**src/rtl/lmsm_sequencer.sv**
```systemverilog
// lmsm_sequencer: LM/SM sequencer issuing one memory transfer per set register-list bit.
// Define LMSM_BASE_WB_EN to write the final pointer back to base_reg after the last transfer.
module lmsm_sequencer #(
   parameter int ADDR_W = 16,
   parameter int DATA_W = 16
) (
   input  logic              clk,
   input  logic              proc_rst,
   input  logic              start,
   input  logic              is_store,
   input  logic [7:0]        reg_mask,
   input  logic [ADDR_W-1:0] base_addr,
   input  logic [2:0]        base_reg,
   output logic              busy,
   output logic              done,
   output logic [ADDR_W-1:0] mem_addr,
   output logic              mem_rd,
   output logic              mem_wr,
   input  logic              mem_ack,
   input  logic [DATA_W-1:0] mem_rdata,
   output logic [DATA_W-1:0] mem_wdata,
   output logic [2:0]        rf_raddr,
   input  logic [DATA_W-1:0] rf_rdata,
   output logic [2:0]        rf_waddr,
   output logic [DATA_W-1:0] rf_wdata,
   output logic              rf_wen,
   output logic [3:0]        xfer_cnt
);
`ifdef LMSM_BASE_WB_EN
   typedef enum logic [2:0] {IDLE, SCAN, REQ, WB, BASEWB, DONE} state_t;
   logic [2:0] base_q;
`else
   typedef enum logic [2:0] {IDLE, SCAN, REQ, WB, DONE} state_t;
   logic unused_base;
   assign unused_base = ^base_reg;
`endif
   state_t            state;
   logic [7:0]        rem_mask, mask_clr;
   logic [ADDR_W-1:0] ptr, ptr_inc;
   logic              dir, adv;
   logic [2:0]        cur, low;
   always_comb begin
      low = '0;
      for (int i = 7; i >= 0; i--)
         if (rem_mask[i]) low = 3'(i);
   end
   assign mask_clr  = rem_mask & ~(8'd1 << cur);
   assign ptr_inc   = ptr + ADDR_W'(1);
   assign mem_wdata = rf_rdata;
   // a transfer retires either on an SM ack or in the LM write-back cycle
   assign adv = (state == WB) || (state == REQ && mem_ack && dir);
   always_ff @(posedge clk or negedge proc_rst) begin
      if (!proc_rst) begin
         state    <= IDLE;
         busy     <= 1'b0;
         done     <= 1'b0;
         mem_rd   <= 1'b0;
         mem_wr   <= 1'b0;
         rf_wen   <= 1'b0;
         mem_addr <= '0;
         rf_wdata <= '0;
         rf_raddr <= '0;
         rf_waddr <= '0;
         xfer_cnt <= '0;
         rem_mask <= '0;
         ptr      <= '0;
         dir      <= 1'b0;
         cur      <= '0;
`ifdef LMSM_BASE_WB_EN
         base_q   <= '0;
`endif
      end else begin
         case (state)
            IDLE: if (start) begin
               rem_mask <= reg_mask;
               ptr      <= base_addr;
               dir      <= is_store;
               xfer_cnt <= '0;
               busy     <= 1'b1;
`ifdef LMSM_BASE_WB_EN
               base_q   <= base_reg;
`endif
               done     <= reg_mask == 8'd0;
               state    <= reg_mask == 8'd0 ? DONE : SCAN;
            end
            SCAN: begin
               cur      <= low;
               rf_raddr <= low;
               mem_addr <= ptr;
               mem_rd   <= ~dir;
               mem_wr   <= dir;
               state    <= REQ;
            end
            REQ: if (mem_ack) begin
               mem_rd <= 1'b0;
               mem_wr <= 1'b0;
               if (!dir) begin
                  rf_wdata <= mem_rdata;
                  rf_waddr <= cur;
                  rf_wen   <= 1'b1;
                  state    <= WB;
               end
            end
            WB: rf_wen <= 1'b0;
`ifdef LMSM_BASE_WB_EN
            BASEWB: begin
               rf_wen <= 1'b0;
               done   <= 1'b1;
               state  <= DONE;
            end
`endif
            DONE: begin
               done  <= 1'b0;
               busy  <= 1'b0;
               state <= IDLE;
            end
            default: state <= IDLE;
         endcase
         if (adv) begin
            rem_mask <= mask_clr;
            ptr      <= ptr_inc;
            xfer_cnt <= xfer_cnt + 4'd1;
            if (mask_clr != 8'd0) state <= SCAN;
            else begin
`ifdef LMSM_BASE_WB_EN
               state    <= BASEWB;
               rf_wen   <= 1'b1;
               rf_waddr <= base_q;
               rf_wdata <= DATA_W'(ptr_inc);
`else
               state    <= DONE;
               done     <= 1'b1;
`endif
            end
         end
      end
   end
endmodule

```
**config.mk**
```make
export PLATFORM = sky130hd
export DESIGN_NAME = lmsm_sequencer
export DESIGN_NICKNAME = d
export VERILOG_FILES = /design/src/rtl/lmsm_sequencer.sv
export SDC_FILE = /design/constraint.sdc
export NUM_CORES = 1
export LEC_CHECK = 0
export BUFFER_PORTS_ARGS = -buffer_cell sky130_fd_sc_hd__buf_2
export CAP_MARGIN = 20
export CORE_MARGIN = 10
export CORE_UTILIZATION = 54
export DETAILED_ROUTE_END_ITERATION = 7
export GPL_TIMING_DRIVEN = 0
export PLACE_DENSITY = 0.95
export SYNTH_ARGS = -nofsm -noshare
export SYNTH_HDL_FRONTEND = slang
export SYNTH_SLANG_ARGS = --single-unit
```
**constraint.sdc**
```tcl
create_clock -name clk -period 2.9 [get_ports clk]
set_input_delay 0.435 -clock clk [delete_from_list [all_inputs] [get_ports clk]]
set_output_delay 0.435 -clock clk [all_outputs]
set_load 0.02 [all_outputs]
```
Word level (Yosys, flattened, before mapping)
Index checks and enable logic that the tools add are counted.

cells by class
  add/subtract/negate cells = 2
  multipliers = 0
  div/mod/pow operators = 0
  magnitude comparators = 0
  equality and inequality tests = 11
  shifts and indexed selects = 1
  mux-type cells = 36
  bitwise operators = 3
  reduce and logical (&&, ||, !) cells = 18

operators by type and width
  operator               count
  $mux 16                3
  $mux 3                 14
  $mux 8                 3
  $add 16x1->16 const B  1
  $mux 4                 3
  $pmux 3 s4             1
  $pmux 1 s2             5
  $reduce_bool 2->1      5
  $ne 3x3->1 const B     3
  $and 8x8->8            1
  $logic_not 8->1        1
  $ne 2x2->1 const B     4
  $not 8->8              1
  $reduce_and 2->1       4
  $reduce_bool 8->1      1
  $shl 1x3->8 const A    1
  $mux 1                 7
  $eq 3x2->1 const B     2
  $reduce_and 3->1       2
  $add 4x1->4 const B    1
  $reduce_and 4->1       1
  $eq 3x1->1 const B     1
  $eq 3x3->1 const B     1
  $logic_not 3->1        1
  3 further kinds        4

word-level totals
  register bits = 75
  latch bits = 0
  RAM bits = 0
  bits in read-only memories = 0
  input bits = 64
  output and inout bits = 63
  logic and storage cells = 85
  memories kept = 0

Logic depth before layout (Yosys ltp)
Gate-level depths: netlist (run 1).

  depth in word-level cells = 8
  gate-level depth with buffers = 8
  depth with buffers taken out = 5

Least setup slack after synthesis (run 1)
OpenSTA, ideal clock, no wires.

  path type = register to register
  start = register state[2]
  end = register ptr[11]
  library setup time = 0.124 ns
  arrival = 1.564 ns
  path slack = 1.212 ns
  stages on the path, launching flop included = 8
  buffers on the path = 2
  period minus slack after synthesis = 1.688 ns
  path through = dfrtp_1 clkbuf_2 nor2b_4 and2_1 buf_4 nand3_4 o311a_1 a211o_1

on the way
  longest elaborated chain between the ends = 6
  elaborated cells between the ends (all ways) = 10
  classes of those cells = eq/ne (2); mux (1); reduce/logical (7)

ends and longest elaborated chain
  element                         line  source
  from (decl)                     37    state_t state;
  from (signal assigned)          84    state <= reg_mask == 8'd0 ? DONE : SCAN;
  $eq 3x2->1                      51    assign adv = (state == WB) || (state == REQ && mem_ack && dir);
  $logic_and 1x1->1 (2 in a row)  51
  $logic_or 1x1->1                51
  $reduce_bool 2->1 (no line)     -
  $reduce_and 2->1 (no line)      -
  to (signal assigned)            76    ptr <= base_addr;
  to (signal assigned)            121   ptr <= ptr_inc;
  to (decl)                       39    logic [ADDR_W-1:0] ptr, ptr_inc;

Parallel ways exist; a longest one is shown, timed or not.
A chain may end at the register's enable or synchronous reset.

Worst setup path in the final report (run 1)
  start = register state[1]
  end = register ptr[6]

Same word-level chain as after synthesis.

==> results.yml, run 1 <==
final_layout:
  fillCellCount: 502
  regArea_um2: 1880
  fin_cells: 567
  area_delta_synth_final_pct: 24.3
  fin_nets: 551
  utilization_pct: 69.6
  antenna_cells: 0
  multiInputGateArea_um2: 1470
  drive_gt1_share_pct: 35.3
detailed_routing:
  via_count: 3215
  drc: 0
  postRouteWirelength_um: 9850
  vias_per_cell: 5.67
  ant_nets: 0
  routedWlPerCell_um: 17.4
  drtIter0Drc: 284
  drt_pass1_iterations: 4
synthesis:
  synth_common_cells: "dfrtp_1, nand2_1, o21ai_0"
  yosys.area.top_type_share_pct: 52.2
  synth_area_leaders: "dfrtp_1, nand2_1, mux2_2"
  synth_flop_cell: "dfrtp_1"
  ys_ff_latch: 75
  yosysTopAreaCell: "dfrtp_1"
  syn_nets: 431
  synthesis.area_um2: 3600
  ys_types: 49
  yosys_warnings: 0
  syn_area_per_cell_um2: 9.86
  syn_inst: 365
  synth.most_common_cell: "dfrtp_1"
  synth_enable_flop_cells: 0
  synthArstFlopShare_pct: 100
  ys_seq_area_share_pct: 52.2
die:
  die_h_um: 102
  fp.coreArea_um2: 6420
  die_x_um: 102
  fp-row-count: 29
  io_pins: 127
  initial_core_util_pct: 56.0
  dieArea_um2: 10300
placement:
  portBuffers: 107
  post-place-ws_ps: 933
  routabilityCongestion: 0.871
  placed_cells: 550
  dpl.hpwl_um: 7370
timing:
  fin_crit_sh_pct: 68.3
  worst_slack_ps: 919
  tns_ps: 0
  period_needed_ps: 1980
  rsz0062_at_grt: "no"
  setup_violations: 0
  maxSlewHeadroom_pct: 57.9
  skew_ps: 9.33
  worst_slew_pin_slew_ps: 630
  fmax_mhz: 505
  hold_violations: 0
  maxSlewViolCount: 0
power_and_ir_drop:
  p_total_mw: 5.22
  clock_power_share_pct: 15.6
  power.switching_mw: 2.28
  vdd_drop_max_mv: 0.572
  p_int_mw: 2.94
  p_leak_nw: 2.22
  seqPwrFrac_pct: 36.9
  power.share.combinational_pct: 47.5
  powerDensity_nw_per_um2: 1170
  swShare_pct: 43.7
grt:
  grt_antenna_before_repair: 0
  grt_max_degree: 75
  busiest_layer: "met2"
  use_met3_pct: 5.92
  met2_usage_pct: 30.4
  grt.overflow.total: 0
  grt_pass1_wl_um: 15800
  track_usage_pct: 19.0
  use_met1_pct: 23.6
  grt_pass1_vias: 3202
cts:
  cts_max_level: 3
  cts-buffers-inserted: 9
  cts_root_buf: "clkbuf_8"
  cts_tree: "yes"
  clockBufferDepth: 2
  clk_latency_ps: 350
  ctsResizeCount: 0
  cts.sinks: 75
  clk_pin_slew_ps: 80
status:
  run_status: "complete, no violations"
critical_path:
  crit_family: "simple AND/OR/NAND/NOR gates"
  critPathMaxFanout: 9
  start_kind: "register"
  crit_chain: "buf_4, nor2_2, nand3_1, nand2_1, o21ai_0, a221o_1"
  slowest_delay_ps: 370
  worst_path_max_delay_cell: "dfrtp_1"
  end_kind: "register"
  critPathRequiredTime_ps: 3130
  crit_buf_inv: 1
  crit_type: "register to register"
  cp.arrival_ps: 2220
flow_run:
  max_cap_violations: 0
hold_path:
  hp-class: "input port to register"
## layer usage
layer | up-vias | part of all wire, % | routed length (um)
li1 | 1525 | - | -
met1 | 1547 | 41 | 4080
met2 | 128 | 47 | 4650
met3 | 15 | 9.7 | 955
met4 | 0 | 1.7 | 163
met5 | - | 0 | 0
## final cells by class
cell class | count | area share [%]
sequential | 75 | 42.0
multi-input combinational | 245 | 32.9
timing repair buffer | 109 | 12.9
buffer | 35 | 4.73
clock buffer | 12 | 3.47
tap | 77 | 2.15
clock inverter | 4 | 1.09
inverter | 10 | 0.839
## worst paths after layout
| path | end | cells after the start | slack (ps) | start |
|---|---|---|---|---|
| max in group asynchronous | rf_wdata[5] | 3 | 1950 | proc_rst |
| worst max-delay path | ptr[6] | 6 | 920 | state[1] |
| worst min register to register | mem_addr[5] | 2 | 470 | mem_addr[5] |
| min in group asynchronous | mem_addr[14] | 2 | 410 | proc_rst |
| worst max register to register | ptr[6] | 6 | 920 | state[1] |
| worst min-delay path | ptr[15] | 3 | 300 | base_addr[15] |
## cells in the final DEF (no fill, tap or decap), types with 4 or more instances in the layout
cell / synthesis / layout
a21oi_1: 17 / 17
o21ai_0: 22 / 22
o211ai_1: 5 / 5
buf_2: 6 / 112
dfrtp_1: 75 / 75
a22o_1: 4 / 4
clkbuf_8: 0 / 11
clkbuf_1: 9 / 10
inv_1: 10 / 10
nand2_1: 74 / 74
nand3_1: 11 / 11
mux2_2: 19 / 19
nor3_1: 8 / 8
and3_1: 8 / 8
nor2_1: 14 / 14
nand4_1: 4 / 4
o311ai_0: 6 / 6
buf_4: 19 / 20
## power groups by stage
stage / Clock, mW / Sequential, mW / Combinational [mW]
final: 0.813 / 1.93 / 2.48
after global routing: 0.862 / 2.00 / 2.77
after CTS: 0.825 / 1.92 / 2.50
after detailed placement: 0 / 1.94 / 2.48
after global placement: 0 / 1.90 / 2.41
after floorplan: 0 / 2.24 / 1.34
## flip-flops by register name, summed over array words and instances (netlist names), 3 cells and up
signal    count
mem_addr     16
ptr          16
rf_wdata     16
rem_mask      8
xfer_cnt      4
cur           3
rf_waddr      3
state         3
## through the flow
step | area [um2] | hold WS, ps
floorplan | 3600 | 139
global placement | 4230 | 456
detailed placement | 4260 | 233
CTS | 4470 | 296
global route | 4470 | 322
finish | 4470 | 297
## cells by family after synthesis
| family | synth area share (%) |
|---|---|
| flops | 52.2 |
| mux | 6.50 |
| fa+ha+maj | 0.696 |
| simple gates | 19.3 |
| buf+inv | 6.92 |
| xor+xnor | 0.244 |
| compound gates | 14.2 |
## tightest hold or removal path, stage by stage
cell and delay [ps]:
buf_2 70, nand2_1 40, nand3_1 60
## repair_timing
item,4_1_cts,5_1_grt
endpoints found under the hold margin,1,0
setup buffers,0,0
hold buffers,1,0
No activity file was read; power rests on OpenSTA's default activity.
==> inputs of run 2 (changes only) <==
--- a/config.mk
+++ b/config.mk
@@ -8,10 +8,10 @@
 export BUFFER_PORTS_ARGS = -buffer_cell sky130_fd_sc_hd__buf_2
 export CAP_MARGIN = 20
 export CORE_MARGIN = 10
-export CORE_UTILIZATION = 54
+export CORE_UTILIZATION = 45
 export DETAILED_ROUTE_END_ITERATION = 7
 export GPL_TIMING_DRIVEN = 0
-export PLACE_DENSITY = 0.95
+export PLACE_DENSITY = 0.87
 export SYNTH_ARGS = -nofsm -noshare
 export SYNTH_HDL_FRONTEND = slang
 export SYNTH_SLANG_ARGS = --single-unit
==> constraint.sdc (replaced) <==
create_clock -name clk -period 1.69 [get_ports clk]
set_input_delay 0.2535 -clock clk [delete_from_list [all_inputs] [get_ports clk]]
set_output_delay 0.2535 -clock clk [all_outputs]
set_load 0.02 [all_outputs]
==> results.yml, run 2 (synthesis results as in run 1) <==
timing:
  fin_crit_sh_pct: 97.8
  setup_violations: 0
  fmax_mhz: 605
  skew_ps: 11.7
  worst_slew_pin_slew_ps: 958
  period_needed_ps: 1650
  maxSlewHeadroom_pct: 36.1
  tns_ps: 0
  maxSlewViolCount: 0
  whs_ps: 26.8
  hold_violations: 0
die:
  initial_core_util_pct: 46.3
  fp-row-count: 32
  io_pins: 127
  fp.coreArea_um2: 7770
  die_x_um: 109
  die_h_um: 109
  dieArea_um2: 12000
detailed_routing:
  postRouteWirelength_um: 10400
  routedWlPerCell_um: 17.3
  drc: 0
  via_count: 3344
  vias_per_cell: 5.59
  drt_pass1_iterations: 5
  ant_nets: 0
  drtIter0Drc: 292
power_and_ir_drop:
  vdd_drop_max_mv: 0.983
  powerDensity_nw_per_um2: 2030
  p_leak_nw: 2.28
final_layout:
  largestRegisters: "mem_addr: 16 flops, ptr: 16 flops, rf_wdata: 16 flops"
  mostFrequentLayoutCells: "buf_2, nand2_1, dfrtp_1, buf_4, o21ai_0"
  regArea_um2: 1880
  fin_nets: 558
  drive_gt1_share_pct: 42.5
  area_delta_synth_final_pct: 30.7
  fillCellCount: 687
  multiInputGateArea_um2: 1590
  antenna_cells: 0
  final_common_cell: "buf_2"
critical_path:
  crit_type: "register to register"
  rr_worst_depth: 6
  cp.arrival_ps: 1890
  r2r_slack_ps: 40
  critPathMaxFanout: 7
  critPathRequiredTime_ps: 1920
  r2r-end: "ptr[11]"
  r2r-start: "state[0]"
  end_kind: "register"
  start_kind: "register"
cts:
  cts.sinks: 75
  cts-buffers-inserted: 9
  clk_latency_ps: 350
  cts_tree: "yes"
  cts_max_level: 3
  clockBufferDepth: 2
  cts_hold_buf: 0
  clk_pin_slew_ps: 80
  cts_root_buf: "clkbuf_8"
flow_run:
  max_cap_violations: 0
grt:
  grt_pass1_vias: 3411
  grt_antenna_before_repair: 0
  grt_pass1_wl_um: 16400
  grt_max_degree: 76
  track_usage_pct: 17.0
  grt.overflow.total: 0
placement:
  portBuffers: 107
  dpl.hpwl_um: 7510
  routabilityCongestion: 0.930
hold_path:
  hp-class: "input port to async pin"
status:
  run_status: "complete, no violations"
## run 2: through the flow
step,power (mW),util [%],setup WS (ps),area (um2),std cells
floorplan,6.14,-,2.07,3600,365
global placement,7.37,54.8,-203,4260,574
detailed placement,7.60,54.9,-264,4260,574
CTS,9.27,59.0,-4.30,4580,596
global route,10.2,60.5,-13.4,4700,598
finish,9.54,60.5,37.5,4700,598
## run 2: worst max-delay path by stage
| stage | slack [ps] | from | endpoint | cells past startpoint |
|---|---|---|---|---|
| after floorplan | 2 | state[2] | ptr[11] | 7 |
| after global placement | -200 | state[2] | ptr[3] | 7 |
| after detailed placement | -260 | state[1] | ptr[2] | 6 |
| after CTS | -4 | state[0] | ptr[11] | 6 |
| after global routing | -10 | state[0] | ptr[11] | 6 |
| final | 40 | state[0] | ptr[11] | 6 |
## run 2: critical path, cell delays in order (launching register included)
cell and delay [ps]:
dfrtp_2 450, a21o_1 170, and2_4 160, buf_6 130
nand3_4 100, o311a_1 300, a211o_1 220
## run 2: routing by layer
metal | vias up | routed length (um) | GRT usage, %
met5 | - | 0 | 0
met3 | 26 | 1110 | 5.38
li1 | 1533 | - | -
met2 | 171 | 4900 | 26.9
met4 | 0 | 246 | 6.97
met1 | 1614 | 4110 | 21.0
## run 2: power by group
| group | leakage (nW) | switching (mW) | internal [mW] |
|---|---|---|---|
| Clock | 0.106 | 0.646 | 0.821 |
| Combinational | 1.25 | 2.78 | 1.95 |
| Sequential | 0.924 | 0.696 | 2.64 |
| Total | 2.28 | 4.13 | 5.41 |
## run 2: area by class of cell
class                           count  area share [%]
Clock buffer                       10            2.71
Multi-Input combinational cell    245            33.7
Clock inverter                      5            1.68
Timing Repair Buffer              118            13.2
Tap cell                          102            2.71
Buffer                             33            5.16
Inverter                           10           0.799
Sequential cell                    75            40.0
## run 2: repair_timing
| item | CTS | global route |
|---|---|---|
| resized for setup | 21 | 34 |
| setup endpoints to repair | 44 | 36 |
| pin swaps | 1 | 3 |
| buffers inserted | 9 | 2 |
